### src/rtl/led_pattern_pkg.sv
// Shared encodings for the LED pattern generator: mode/speed widths, mode codes
// and ping-pong direction.
package led_pattern_pkg;

    localparam int MODE_W  = 2;
    localparam int SPEED_W = 2;

    typedef enum logic [MODE_W-1:0] {
        MODE_FLASH    = 2'd0,
        MODE_ROT_L    = 2'd1,
        MODE_ROT_R    = 2'd2,
        MODE_PINGPONG = 2'd3
    } mode_t;

    typedef enum logic {
        DIR_LEFT  = 1'b0,
        DIR_RIGHT = 1'b1
    } dir_t;

endpackage

### src/rtl/led_prescaler.sv
// Step-rate prescaler: counts enabled cycles and fires a one-cycle strobe when the
// count reaches the limit selected by speed, then wraps to zero.
module led_prescaler
    import led_pattern_pkg::*;
#(
    parameter int NB_COUNT = 32,
    parameter int COUNT_0  = 2**23,
    parameter int COUNT_1  = 2**24,
    parameter int COUNT_2  = 2**25,
    parameter int COUNT_3  = 2**26
) (
    input  logic               clock,
    input  logic               reset_n,
    input  logic               enable,
    input  logic               clear,
    input  logic [SPEED_W-1:0] speed,
    output logic               strobe
);

    localparam logic [NB_COUNT-1:0] LIM_0 = NB_COUNT'(COUNT_0 - 1);
    localparam logic [NB_COUNT-1:0] LIM_1 = NB_COUNT'(COUNT_1 - 1);
    localparam logic [NB_COUNT-1:0] LIM_2 = NB_COUNT'(COUNT_2 - 1);
    localparam logic [NB_COUNT-1:0] LIM_3 = NB_COUNT'(COUNT_3 - 1);

    logic [NB_COUNT-1:0] count;
    logic [NB_COUNT-1:0] limit;

    always_comb begin
        limit = LIM_3;
        case (speed)
            2'd0:    limit = LIM_0;
            2'd1:    limit = LIM_1;
            2'd2:    limit = LIM_2;
            default: limit = LIM_3;
        endcase
    end

    // ">=" so that switching to a shorter period mid-count wraps on the next cycle
    assign strobe = enable & (count >= limit);

    always_ff @(posedge clock) begin
        if (!reset_n || clear) begin
            count <= '0;
        end else if (strobe) begin
            count <= '0;
        end else if (enable) begin
            count <= count + NB_COUNT'(1);
        end
    end

endmodule

### src/rtl/led_pattern_gen.sv
// Run-time selectable LED pattern generator (flash / rotate / ping-pong) at one of
// four step rates. Optional PWM dimming is compiled in with LED_PATTERN_GEN_PWM_EN.
module led_pattern_gen
    import led_pattern_pkg::*;
#(
    parameter int NB_LEDS  = 4,
    parameter int NB_COUNT = 32,
    parameter int COUNT_0  = 2**23,
    parameter int COUNT_1  = 2**24,
    parameter int COUNT_2  = 2**25,
    parameter int COUNT_3  = 2**26
`ifdef LED_PATTERN_GEN_PWM_EN
    ,
    parameter int NB_PWM   = 8
`endif
) (
    input  logic               clock,
    input  logic               i_reset_n,
    input  logic               i_valid,
    input  logic [MODE_W-1:0]  i_mode,
    input  logic [SPEED_W-1:0] i_speed,
`ifdef LED_PATTERN_GEN_PWM_EN
    input  logic [NB_PWM-1:0]  i_duty,
`endif
    output logic [NB_LEDS-1:0] o_led,
    output logic               o_tick
);

    localparam logic [NB_LEDS-1:0] SEED = NB_LEDS'(1);

    logic [MODE_W-1:0]  mode_q;
    logic               mode_chg;
    logic               strobe;
    logic               step;
    logic [NB_LEDS-1:0] pattern, pattern_d;
    dir_t               dir, dir_d;
    logic               tick_q, tick_d;

    assign mode_chg = (i_mode != mode_q);
    // a mode change reseeds and swallows any strobe landing on the same edge
    assign step     = strobe & ~mode_chg;

    led_prescaler #(
        .NB_COUNT (NB_COUNT),
        .COUNT_0  (COUNT_0),
        .COUNT_1  (COUNT_1),
        .COUNT_2  (COUNT_2),
        .COUNT_3  (COUNT_3)
    ) u_prescaler (
        .clock   (clock),
        .reset_n (i_reset_n),
        .enable  (i_valid),
        .clear   (mode_chg),
        .speed   (i_speed),
        .strobe  (strobe)
    );

    always_comb begin
        pattern_d = pattern;
        dir_d     = dir;
        tick_d    = 1'b0;
        if (mode_chg) begin
            pattern_d = SEED;
            dir_d     = DIR_LEFT;
        end else if (step) begin
            tick_d = 1'b1;
            case (mode_t'(mode_q))
                MODE_FLASH: pattern_d = ~pattern;
                MODE_ROT_L: pattern_d = {pattern[NB_LEDS-2:0], pattern[NB_LEDS-1]};
                MODE_ROT_R: pattern_d = {pattern[0], pattern[NB_LEDS-1:1]};
                MODE_PINGPONG: begin
                    // turn around as the one lands on an end, so ends show for one step
                    if (dir == DIR_LEFT) begin
                        pattern_d = pattern << 1;
                        if (pattern[NB_LEDS-2]) dir_d = DIR_RIGHT;
                    end else begin
                        pattern_d = pattern >> 1;
                        if (pattern[1]) dir_d = DIR_LEFT;
                    end
                end
                default: pattern_d = pattern;
            endcase
        end
    end

    always_ff @(posedge clock) begin
        if (!i_reset_n) begin
            pattern <= SEED;
            dir     <= DIR_LEFT;
            tick_q  <= 1'b0;
            mode_q  <= i_mode;
        end else begin
            pattern <= pattern_d;
            dir     <= dir_d;
            tick_q  <= tick_d;
            mode_q  <= i_mode;
        end
    end

`ifdef LED_PATTERN_GEN_PWM_EN
    logic [NB_PWM-1:0] pwm_cnt;

    // dimming stage adds one cycle; tick is delayed with it to stay aligned
    always_ff @(posedge clock) begin
        if (!i_reset_n) begin
            pwm_cnt <= '0;
            o_led   <= '0;
            o_tick  <= 1'b0;
        end else begin
            pwm_cnt <= pwm_cnt + NB_PWM'(1);
            o_led   <= pattern & {NB_LEDS{pwm_cnt < i_duty}};
            o_tick  <= tick_q;
        end
    end
`else
    assign o_led  = pattern;
    assign o_tick = tick_q;
`endif

endmodule

### config.mk
export PLATFORM = sky130hd
export DESIGN_NAME = led_pattern_gen
export DESIGN_NICKNAME = d
export VERILOG_FILES = /design/src/rtl/led_pattern_pkg.sv /design/src/rtl/led_prescaler.sv /design/src/rtl/led_pattern_gen.sv
export SDC_FILE = /design/constraint.sdc
export NUM_CORES = 1
export LEC_CHECK = 0
export BUFFER_PORTS_ARGS = -buffer_cell sky130_fd_sc_hd__buf_2
export CORE_UTILIZATION = 46
export DETAILED_ROUTE_END_ITERATION = 10
export HOLD_SLACK_MARGIN = 0.02
export SLEW_MARGIN = 25
export SYNTH_ARGS = -nofsm -noshare
export SYNTH_HDL_FRONTEND = slang
export SYNTH_SLANG_ARGS = --single-unit
### constraint.sdc
create_clock -name clock -period 2.55 [get_ports clock]
set_input_delay 0.1275 -clock clock [delete_from_list [all_inputs] [get_ports clock]]
set_output_delay 0.1275 -clock clock [all_outputs]
set_load 0.01 [all_outputs]
Word-level counts from Yosys, hierarchy flattened
Cells that the tools add are included.
Cells by class
  eq/ne operators: 6
  reduce and logical (&&, ||, !) cells: 7
  add/subtract/negate cells: 1
  muxes and demuxes: 7
  order comparisons: 1
  bitwise gates (word level): 5
Operators by type and width (number)
  26-bit one-hot mux with 3 select lines: 1
  32-bit by 1-bit adder with 32-bit output, second input constant: 1
  32-bit by 26-bit >= comparator with 1-bit output: 1
  4-bit one-hot mux with 4 select lines: 1
  2-bit equality test, second input constant: 3
  2-bit by 1-bit equality test with 1-bit output, second input constant: 2
  2-bit logical NOT: 2
  1-bit two-way mux: 4
  4-bit two-way mux: 1
  4-bit inverter: 1
  2-bit OR reduction: 2
  1-bit AND: 2
  2-bit != test: 1
  1-bit inverter: 2
  2-bit AND reduction: 1
  1-bit logical NOT: 1
  1-bit logical OR: 1
Word-level totals
  bits in registers: 40
  word-level logic and storage cells: 32
  bits of input ports: 7
  output and inout bits: 5

Logic depth before layout (Yosys ltp)
Gate-level depths: netlist of the first run.
  depth in word-level cells: 6
  mapped depth: 8
  mapped depth without buffers: 7

By module
A second synthesis of the first run with hierarchy kept.
Second synthesis, totals
  cell total of the unflattened synthesis: 232
  area, all modules: 2031.9 sq um
By module, submodules not included
  led_prescaler: cells each 182, times used 1, area each 1579.0 sq um
  led_pattern_gen: cells each 50, times used 1, area each 452.9 sq um

Least setup slack after synthesis of the first run
No wires, ideal clock.
  kind: flip-flop to flip-flop
  from: reg u_prescaler.count[0]
  to: reg dir
  slack: 0.837 ns
  stages on the path, launching flop included: 7
  arrival time: 1.597 ns
  required time: 2.434 ns
  path buffers: 0
  period minus slack after synthesis: 1.713 ns
  cells stage by stage: dfxtp_1 > ha_1 > nand3_1 > nor3_4 > and3_1 > o2111ai_1 > a31o_1
On the way
  longest elaborated chain between the ends: 4
Ends and longest elaborated chain
  start, declared: line led_prescaler.sv:25  | logic [NB_COUNT-1:0] count;
  start signal, assigned: line led_prescaler.sv:47  | count <= count + NB_COUNT'(1);
  32-bit by 26-bit >= comparator with 1-bit output: line led_prescaler.sv:39  | assign strobe = enable & (count >= limit);
  1-bit AND: line led_prescaler.sv:39
  1-bit AND: line led_pattern_gen.sv:41  | assign step = strobe & ~mode_chg;
  2-bit AND reduction (no line)
  end signal, assigned: line led_pattern_gen.sv:94  | dir <= dir_d;
  end, declared: line led_pattern_gen.sv:36  | dir_t dir, dir_d;
No other way between the ends.
A chain may end at the register's enable or synchronous reset.

Final worst setup path of the first run
Same ends and word-level chain as after synthesis.

==> summary.md, run 1 <==
| Metric | Value |
|---|---|
| Status | finished clean |
| Total power | 1.07 mW |
| Avg Vias per Cell | 5.49 |
| Core region area | 0.00400 mm^2 |
| Antenna violations before repair | 0 |
| Pre-CTS setup slack | 0.569 ns |
| Setup Fix Bufs, Post-CTS | 0 |
| Main combinational cell family by area after synthesis | simple AND/OR/NAND/NOR gates |
| Top Ports | 12 |
| Setup Viol. Count Final | 0 |
| Syn avg cell area | 9.17 um^2 |
| # clock sinks | 40 |
| Unrepaired setup endpoints after global routing | false |
| Setup TNS | 0 ns |
| Dominant synthesized flop cell | dfxtp_1 |
| Crit path from | u_prescaler.count[0] |
| Post-route DRC | 0 |
| Worst setup margin | 0.563 ns |
| Largest net degree at the start of global routing | 33 |
| Final wirelength | 3750 um |
| GRT overflow | 0 |
| Post-synth ARST share | 0% |
| Die extent in x | 66.7 um |
| Vias in the first global route | 1401 |
| FMAX | 503 MHz |
| Period Utilization, post-route | 77.9% |
| Share of layout cells above drive strength 1 | 12.1% |
| GP Congestion | 0.825 |
| Placed cell area | 0.00199 mm^2 |
| PortBufs | 11 |
| Top Metal Used | met4 |
| R2R Setup Slk | 0.56 ns |
| Area of the mapped netlist | 0.00193 mm^2 |
| Metal1 wirelength | 1740 um |
| Final Skew | 0.00755 ns |
| Max-Cap Viols | 0 |
| DR pass1 iterations | 4 |
| Endpoints failing hold | 0 |
| Detailed Place HPWL | 2720 um |
| Total number of vias | 1504 |
| Crit. End Element | flip-flop |
| EDFF count, synth | 0 |
| FF-to-FF End | dir |
| WL met2 | 1790 um |
| Initial core utilization | 48.1% |
| Fillers | 370 |
| Min-delay worst type | in2reg |
| CTS tree | built |
| CP Max Fanout | 9 |
| Crit path to | dir |
| Yosys reg bits | 40 |
| Row count | 23 |
| Syn-to-layout area delta | 8.64% |
| Number of diodes | 0 |
| DRT antenna net count | 0 |
| Die Ht | 66.7 um |
| Crit path launch type | flip-flop |
| Synth Area in Adders | 2.60% |
| Syn nets | 221 |
| Die Area | 0.00445 mm^2 |
| Sequential fraction of the synthesis area | 41.6% |
| FF-to-FF Start | u_prescaler.count[0] |
| GR Util All Layers | 18.7% |
| Post-Synthesis Cells | 210 |
| Static Leak | 0.773 nW |
| Synth Area in Compound Gates | 11.1% |
| CP Data Arrival Time | 2.18 ns |
| Wire length per cell | 13.7 um |
| 1st-iter DRT viols | 81 |
| Final Net Count | 235 |
| Synth cell types | 39 |
| WS Path Type | reg2reg |
| PwrDens | 512 mW/mm^2 |
| Clk buf depth | 2 |
| Routed wl met3 | 146 um |
| Post-route minimum period | 1.99 ns |
| R2R cell count | 6 |
| TritonCTS buffer count | 5 |
| Root Buffer | clkbuf_8 |
| Non-filler cells, final | 274 |
| Simple-Gate Fraction of Synth Area | 29.0% |
| H-tree level count | 2 |
| Worst Tran Pin Value | 0.550 ns |
| Final Slew Violations | 0 |
| Critical path required time | 2.74 ns |
| Mux cell area share after synthesis | 0.520% |
| Clock transition at path regs | 0.08 ns |
| Worst ir drop on vdd | 328 uV |
| Clock Latency Late Sink | 0.29 ns |
| Relative slew margins | 63.1% |
| Synth Warn # | 0 |
| Synth Area in XOR/XNOR | 12.3% |
| First-pass GRT wire length | 6200 um |
| Placed cells | 265 |
| Fin area | 0.00209 mm^2 |
-- layout make-up --
cell class | instances | area [um^2] | share of cell area [%]
clock buffers | 6 | 72.6 | 3.47
clock inverters | 1 | 5.00 | 0.239
inverters | 2 | 7.51 | 0.359
multi-input cells | 162 | 1070 | 51.1
flip-flops and latches | 40 | 801 | 38.3
well taps | 50 | 62.6 | 2.99
repair buffers | 13 | 75.1 | 3.59
-- cell families after synthesis --
| family | count (synthesis) |
|---|---|
| flops | 40 |
| xor+xnor | 27 |
| mux | 1 |
| fa+ha+maj | 4 |
| compound gates | 27 |
| simple gates | 103 |
| buf+inv | 8 |
-- metrics by stage --
| stage | util, % | hold slack [ns] |
|---|---|---|
| after CTS | 52.3 | 0.250 |
| after global routing | 52.3 | 0.275 |
| after floorplan | - | 0.155 |
| final | 52.3 | 0.249 |
| after global placement | 49.9 | 0.272 |
| after detailed placement | 49.9 | 0.276 |
-- timing repair --
item                                   in CTS  in global routing
gates resized for setup                     0                  0
endpoints found under the hold margin       2                  0
hold buffers                                2                  0
-- layer usage --
layer / vias to the layer above / GRT usage, %
li1: 767 / -
met1: 704 / 22.1
met2: 25 / 31.8
met3: 8 / 4.11
met4: 0 / 8.78
met5: - / 0
-- critical path, cell delays in order (launching register included) --
cell and delay (ns):
dfxtp_1 0.37, ha_1 0.20, nand3_1 0.15, nor3_4 0.48, and3_1 0.33, o2111ai_1 0.13, a31o_1 0.24
-- registers in the layout (all words and copies together) (netlist names) --
signal / count
o_led: 4
u_prescaler.count: 32
o_tick: 1
dir: 1
mode_q: 2
-- Yosys cell counts, types with 3 or more instances --
cell type   n  area [um^2]
xor2_1     17          149
ha_1        4         50.1
nand3_1    10         50.1
a21oi_1     8         40.0
nor2_1     42          158
xnor2_1    10         87.6
nor3_1      5         25.0
nand2_1    12         45.0
o21ai_0     3         15.0
buf_6       3         33.8
dfxtp_1    40          801
nand4_1     9         56.3
a31oi_1     3         18.8
and3_1     11         68.8
-- cell usage in the layout (no fill, tap or decap), types with 8 or more instances in the layout --
master,instances
xor2_1,17
a21oi_1,8
dfxtp_1,40
nand3_1,10
xnor2_1,10
nor2_1,42
nand2_1,12
buf_2,11
nand4_1,9
and3_1,11
-- how the worst min path moves through the flow --
stage / from / to / slack (ns) / depth (start not counted)
floorplan: i_mode[0] / mode_q[0] / 0.16 / 0
global placement: i_mode[0] / mode_q[0] / 0.27 / 1
detailed placement: i_mode[0] / mode_q[0] / 0.28 / 1
CTS: i_valid / u_prescaler.count[1] / 0.25 / 3
global route: i_reset_n / o_led[0] / 0.28 / 3
finish: i_valid / u_prescaler.count[1] / 0.25 / 3
-- power by group --
group | internal (mW) | leakage [nW] | switching, mW | total (mW)
logic | 0.0152 | 0.409 | 0.0252 | 0.0404
clock network | 0.186 | 0.0410 | 0.213 | 0.399
registers | 0.627 | 0.323 | 0.00546 | 0.632
Note: power is estimated with default switching activity, not from simulation.
==> run 2: changes to the inputs <==
==> constraint.sdc (replaced) <==
create_clock -name clock -period 1.9 [get_ports clock]
set_input_delay 0.095 -clock clock [delete_from_list [all_inputs] [get_ports clock]]
set_output_delay 0.095 -clock clock [all_outputs]
set_load 0.01 [all_outputs]
==> run 2 against run 1 <==
Sequential power grew 34%. Sequential share of layout area shrank 0.94 points. Clock skew shrank 0.00080 ns. Critical path depth grew 1. Via count grew 4.4%. Non-clock buffer count grew 5. Combinational power grew 43%. Highest routed layer unchanged.
==> summary.md, run 2 (same netlist as run 1, synthesis figures left out) <==
| Metric | Value |
|---|---|
| Status | finished clean |
| Commonest non-fill, non-tap cell in the layout | nor2_1 |
| Most frequent cells in the layout | nor2_1, dfxtp_1, xor2_1 |
| WS Path Type | reg2reg |
| Die Area | 0.00445 mm^2 |
| Initial core utilization | 48.1% |
| Unrepaired setup endpoints after global routing | true |
| Setup TNS | 0 ns |
| TritonCTS buffer count | 5 |
| Max-Cap Viols | 0 |
| GRT overflow | 0 |
| Worst Tran Pin Value | 0.357 ns |
| Setup Viol. Count Final | 0 |
| Final Skew | 0.00675 ns |
| CP Data Arrival Time | 2.00 ns |
| Met3 usage | 5.14% |
| Die Ht | 66.7 um |
| Die extent in x | 66.7 um |
| CTS tree | built |
| Share of layout cells above drive strength 1 | 14.8% |
| Crit. End Element | flip-flop |
| Worst ir drop on vdd | 324 uV |
| GR Util met2 | 35.0% |
| Min-delay worst type | in2reg |
| Post-route minimum period | 1.81 ns |
| Family with the most delay on the worst path | compound AO/OA/AOI/OAI gates |
| Crit path launch type | flip-flop |
| Top flop regs | u_prescaler.count (32), o_led (4), mode_q (2) |
| CP Max Fanout | 6 |
| Crit path from | u_prescaler.count[24] |
| Syn-to-layout area delta | 11.6% |
| GR met1 Demand/Resource | 21.0% |
| PortBufs | 11 |
| R2R cell count | 7 |
| # clock sinks | 40 |
| Wire length per cell | 14.1 um |
| Core region area | 0.00400 mm^2 |
| DR pass1 iterations | 4 |
| Clock Latency Late Sink | 0.29 ns |
| Detailed Place HPWL | 2750 um |
| 1st-iter DRT viols | 66 |
| Clk buf depth | 2 |
| DRT antenna net count | 0 |
| R2R Setup Slk | 0.09 ns |
| Period Utilization, post-route | 95.5% |
| FMAX | 551 MHz |
| Placed cell area | 0.00202 mm^2 |
| First-pass GRT wire length | 6560 um |
| Final wirelength | 3950 um |
| Endpoints failing hold | 0 |
| FF-to-FF End | dir |
| CP max-delay cell | dfxtp_1 |
| Total power | 1.44 mW |
| Post-route DRC | 0 |
| Final Slew Violations | 0 |
| Largest net degree at the start of global routing | 33 |
| Vias in the first global route | 1545 |
| Max reg flops | 32 |
| CP cell instances | ha_1 > a21oi_1 > nor2b_1 > o31ai_4 > buf_4 > a2111oi_4 > a31o_1 |
| Largest stage delay on the critical path | 0.35 ns |
| Static Leak | 0.801 nW |
| H-tree level count | 2 |
| PwrDens | 670 mW/mm^2 |
| Root Buffer | clkbuf_8 |
| GR Util All Layers | 19.7% |
| Util after Layout | 53.7% |
| Number of diodes | 0 |
| Fin area | 0.00215 mm^2 |
| GP Congestion | 0.807 |
| Clock transition at path regs | 0.08 ns |
| Final Net Count | 241 |
| Most Used Layer, Global Route | met2 |
| Antenna violations before repair | 0 |
| Buffers plus inverters on the worst setup path | 1 |
| FF-to-FF Start | u_prescaler.count[24] |
| Fillers | 391 |
| Instance count on the critical path | 7 |
| Crit path to | dir |
| Avg Vias per Cell | 5.61 |
| Total number of vias | 1570 |
| Top Ports | 12 |
| Relative slew margins | 76.2% |
| Row count | 23 |
| Biggest register | u_prescaler.count |
| Critical path required time | 2.09 ns |
run 2: worst min path at each step:
| stage | startpoint | end | slack, ns | cells past startpoint |
|---|---|---|---|---|
| final | i_valid | u_prescaler.count[0] | 0.21 | 3 |
| after floorplan | i_mode[0] | mode_q[0] | 0.12 | 0 |
| after CTS | i_valid | u_prescaler.count[0] | 0.20 | 3 |
| after global placement | i_mode[0] | mode_q[0] | 0.24 | 1 |
| after detailed placement | i_mode[0] | mode_q[0] | 0.24 | 1 |
| after global routing | i_valid | u_prescaler.count[0] | 0.21 | 3 |
run 2: routing by layer:
metal / vias to the layer above / part of all wire [%]
met3: 9 / 3.2
met4: 0 / 2.2
met2: 19 / 50
met1: 762 / 45
li1: 780 / -
met5: - / 0
run 2: power by group:
group	leakage, nW	switching, mW	internal, mW
logic	0.437	0.0363	0.0214
clock network	0.0410	0.283	0.250
registers	0.323	0.00755	0.841
run 2: timing repair:
item	4_1_cts	5_1_grt
endpoints found under the setup margin	0	33
setup buffers	0	1
endpoints found under the hold margin	2	0
hold buffers	2	0
gates resized for setup	0	2
run 2: area by class of cell:
| type | instances | area (um^2) | area share, % |
|---|---|---|---|
| clock buffer | 6 | 72.6 | 3.38 |
| tap | 50 | 62.6 | 2.91 |
| sequential | 40 | 802 | 37.3 |
| clock inverter | 1 | 5.00 | 0.233 |
| inverter | 2 | 7.51 | 0.349 |
| timing repair buffer | 18 | 113 | 5.24 |
| multi-input combinational | 163 | 1090 | 50.6 |
run 2: worst reg2reg max path, stage by stage (launching register included):
cell,delay (ns)
dfxtp_1,0.35
ha_1,0.32
a21oi_1,0.13
nor2b_1,0.09
o31ai_4,0.32
buf_4,0.23
a2111oi_4,0.07
a31o_1,0.18
run 2: metrics by stage:
stage | setup WS [ns] | hold slack, ns | cells
detailed placement | 0.0698 | 0.245 | 269
finish | 0.0856 | 0.205 | 280
global route | -0.0164 | 0.206 | 280
floorplan | 0.187 | 0.123 | 210
CTS | 0.0517 | 0.203 | 278
global placement | 0.148 | 0.239 | 269
==> run 3: changes to the inputs <==
--- a/config.mk
+++ b/config.mk
@@ -5,6 +5,7 @@
 export SDC_FILE = /design/constraint.sdc
 export NUM_CORES = 1
 export LEC_CHECK = 0
+export ABC_AREA = 1
 export BUFFER_PORTS_ARGS = -buffer_cell sky130_fd_sc_hd__buf_2
 export CORE_UTILIZATION = 46
 export DETAILED_ROUTE_END_ITERATION = 10
==> run 3 against run 2 <==
Hold slack got worse by 0.045 ns. Critical endpoint is now o_led[1]. Die area rose by 11%. Largest power group unchanged. Synthesized cell count rose by 44%. Critical path type unchanged.
==> summary.md, run 3 <==
| Metric | Value |
|---|---|
| Setup TNS | 0 ns |
| WS Path Type | reg2reg |
| Synth Warn # | 0 |
| Die extent in x | 70.2 um |
| Post-Synthesis Cells | 303 |
| Top Ports | 12 |
| Mux cell area share after synthesis | 0% |
| Critical path required time | 2.09 ns |
| Synth cell types | 36 |
| Final Skew | 0.00906 ns |
| Crit path launch type | flip-flop |
| Min-delay worst type | in2reg |
| CTS tree | built |
| Placed cells | 363 |
| EDFF count, synth | 0 |
| Clk buf depth | 2 |
| Clock Latency Late Sink | 0.29 ns |
| Endpoint, Worst Hold | u_prescaler.count[1] |
| Simple-Gate Fraction of Synth Area | 35.9% |
| PortBufs | 11 |
| Hold_sp | i_valid |
| Vias in the first global route | 1722 |
| Wire length per cell | 11.6 um |
| GP Congestion | 0.799 |
| Crit. End Element | flip-flop |
| H-tree level count | 2 |
| Unrepaired setup endpoints after global routing | false |
| # clock sinks | 40 |
| Worst ir drop on vdd | 446 uV |
| Commonest non-fill, non-tap cell in the layout | nand2_1 |
| Antenna violations before repair | 0 |
| Top flop regs | u_prescaler.count (32), o_led (4), mode_q (2) |
| Synth Area in Compound Gates | 9.82% |
| FF-to-FF Start | u_prescaler.count[0] |
| Biggest register | u_prescaler.count |
| Hold depth | 3 |
| Final Net Count | 334 |
| Max-Cap Viols | 0 |
| Relative slew margins | 76.2% |
| GRT overflow | 0 |
| Synth Area in XOR/XNOR | 4.91% |
| Main combinational cell family by area after synthesis | simple AND/OR/NAND/NOR gates |
| Clock transition at path regs | 0.07 ns |
| Dominant synthesized flop cell | dfxtp_1 |
| Most frequent cells after synthesis | nand2_1, nor2_1, dfxtp_1 |
| Largest net degree at the start of global routing | 26 |
| 1st-iter DRT viols | 104 |
| Post-synth ARST share | 0% |
| Area of the mapped netlist | 0.00214 mm^2 |
| DRT antenna net count | 0 |
| Detailed Place HPWL | 3150 um |
| Post-route DRC | 0 |
| DR pass1 iterations | 4 |
| Endpoints failing hold | 0 |
| Total number of vias | 1854 |
| Die Ht | 70.2 um |
| Row count | 24 |
| Status | finished clean |
| Syn nets | 314 |
| Root Buffer | clkbuf_8 |
| Final Slew Violations | 0 |
| Static Leak | 0.903 nW |
| Yosys reg bits | 40 |
| Sequential fraction of the synthesis area | 37.4% |
| Cell with the most instances after synthesis | nand2_1 |
| Avg Vias per Cell | 4.93 |
| First-pass GRT wire length | 7470 um |
| R2R Setup Slk | 0.19 ns |
| Die Area | 0.00493 mm^2 |
| Number of diodes | 0 |
| FF-to-FF End | o_led[1] |
| Most frequent cells in the layout | nand2_1, nor2_1, dfxtp_1 |
| Post-route minimum period | 1.71 ns |
| Top cells by area, synth | dfxtp_1, nand2_1, nor2_1 |
| TritonCTS buffer count | 5 |
| Synth Area in Adders | 2.34% |
| Setup Viol. Count Final | 0 |
| Core region area | 0.00441 mm^2 |
| Initial core utilization | 48.5% |
| Max reg flops | 32 |
| Syn-to-layout area delta | 10.8% |
| CP Data Arrival Time | 1.90 ns |
| PwrDens | 638 mW/mm^2 |
| FMAX | 584 MHz |
| Syn avg cell area | 7.06 um^2 |
| Cell accounting for the most synthesized area | dfxtp_1 |
| R2R cell count | 12 |
| Final wirelength | 4380 um |
| GR Util All Layers | 18.8% |
| CP Max Fanout | 13 |
| Period Utilization, post-route | 90.1% |
| Non-filler cells, final | 376 |
| Area share of the leading cell type in the synthesized netlist | 37.4% |
| Share of layout cells above drive strength 1 | 14.2% |
| Worst Tran Pin Value | 0.354 ns |
-- run 3: changes by cell type in the layout (fill, tap and decap cells not counted), sizes merged, moves of 4 or more --
| cell | change |
|---|---|
| a21oi | +9 |
| and3 | -10 |
| inv | +40 |
| nand2 | +61 |
| nand3 | +4 |
| nand4 | -6 |
| nor2 | +13 |
| o21ai | +9 |
| xor2 | -12 |
-- run 3: area by class of cell --
cell class,instances,area [um^2]
fill,447,2040
sequential,40,801
timing repair buffer,16,97.6
clock buffer,6,82.6
multi-input combinational,217,1150
inverter,43,164
tap,52,65.1
clock inverter,2,10.0
-- run 3: cells by family (layout without fill, tap and decap cells) --
kind of cell               Yosys count  after routing
DFF                                 40             40
AOI/OAI and AO/OA                   37             37
adders and majority gates            4              4
and+or+nand+nor                    163            164
xor gates and xnor gates            12             12
buffers and inverters               47             67
-- run 3: worst max-delay path by stage --
stage / startpoint / to / slack [ns] / cells after the start
after global placement: u_prescaler.count[0] / o_led[1] / 0.15 / 12
after global routing: u_prescaler.count[25] / o_led[1] / 0.01 / 12
final: u_prescaler.count[0] / o_led[1] / 0.19 / 12
after floorplan: u_prescaler.count[0] / u_prescaler.count[20] / 0.34 / 11
after detailed placement: u_prescaler.count[0] / o_led[1] / 0.10 / 12
after CTS: u_prescaler.count[0] / o_led[1] / 0.08 / 12
-- run 3: metrics by stage --
step	cell area, um^2	setup WS (ns)	hold slack, ns	utilization, %	power (mW)
2_1_floorplan	2140	0.341	0.123	-	0.928
3_3_place_gp	2230	0.153	0.232	50.4	0.939
3_5_place_dp	2230	0.102	0.225	50.4	0.940
4_1_cts	2340	0.0780	0.155	53.0	1.53
5_1_grt	2370	0.00980	0.164	53.7	1.57
6_report	2370	0.188	0.161	53.7	1.51
-- run 3: layer usage --
layer	share of wire [%]	wire length, um	up-vias	track usage, %
met3	2.4	105	5	3.46
met2	46	2000	24	29.3
li1	-	-	1008	-
met4	1.0	45	0	6.89
met1	51	2220	817	25.8
met5	0	0	-	0
-- run 3: worst max-delay path, cell delays in order, from the launching register on --
cell and delay (ns):
dfxtp_1 0.38, ha_1 0.19, inv_1 0.08, nor2_4 0.13, nand3_2 0.11, nor2_4 0.16, nand2_2 0.08, nand2_4 0.12
inv_4 0.08, nand2_8 0.11, nand2_1 0.08, o21ai_2 0.06, inv_2 0.03
-- run 3: repair_timing --
| action | 4_1_cts | 5_1_grt |
|---|---|---|
| hold buffers | 2 | 0 |
| hold endpoints to repair | 2 | 0 |
| endpoints found under the setup margin | 0 | 5 |
| resized for setup | 0 | 2 |
| setup buffers | 0 | 2 |
-- run 3: power breakdown --
part | internal (mW) | switching, mW | total, mW
Clock | 0.290 | 0.294 | 0.584
Combinational | 0.0285 | 0.0537 | 0.0822
Sequential | 0.841 | 0.00443 | 0.845
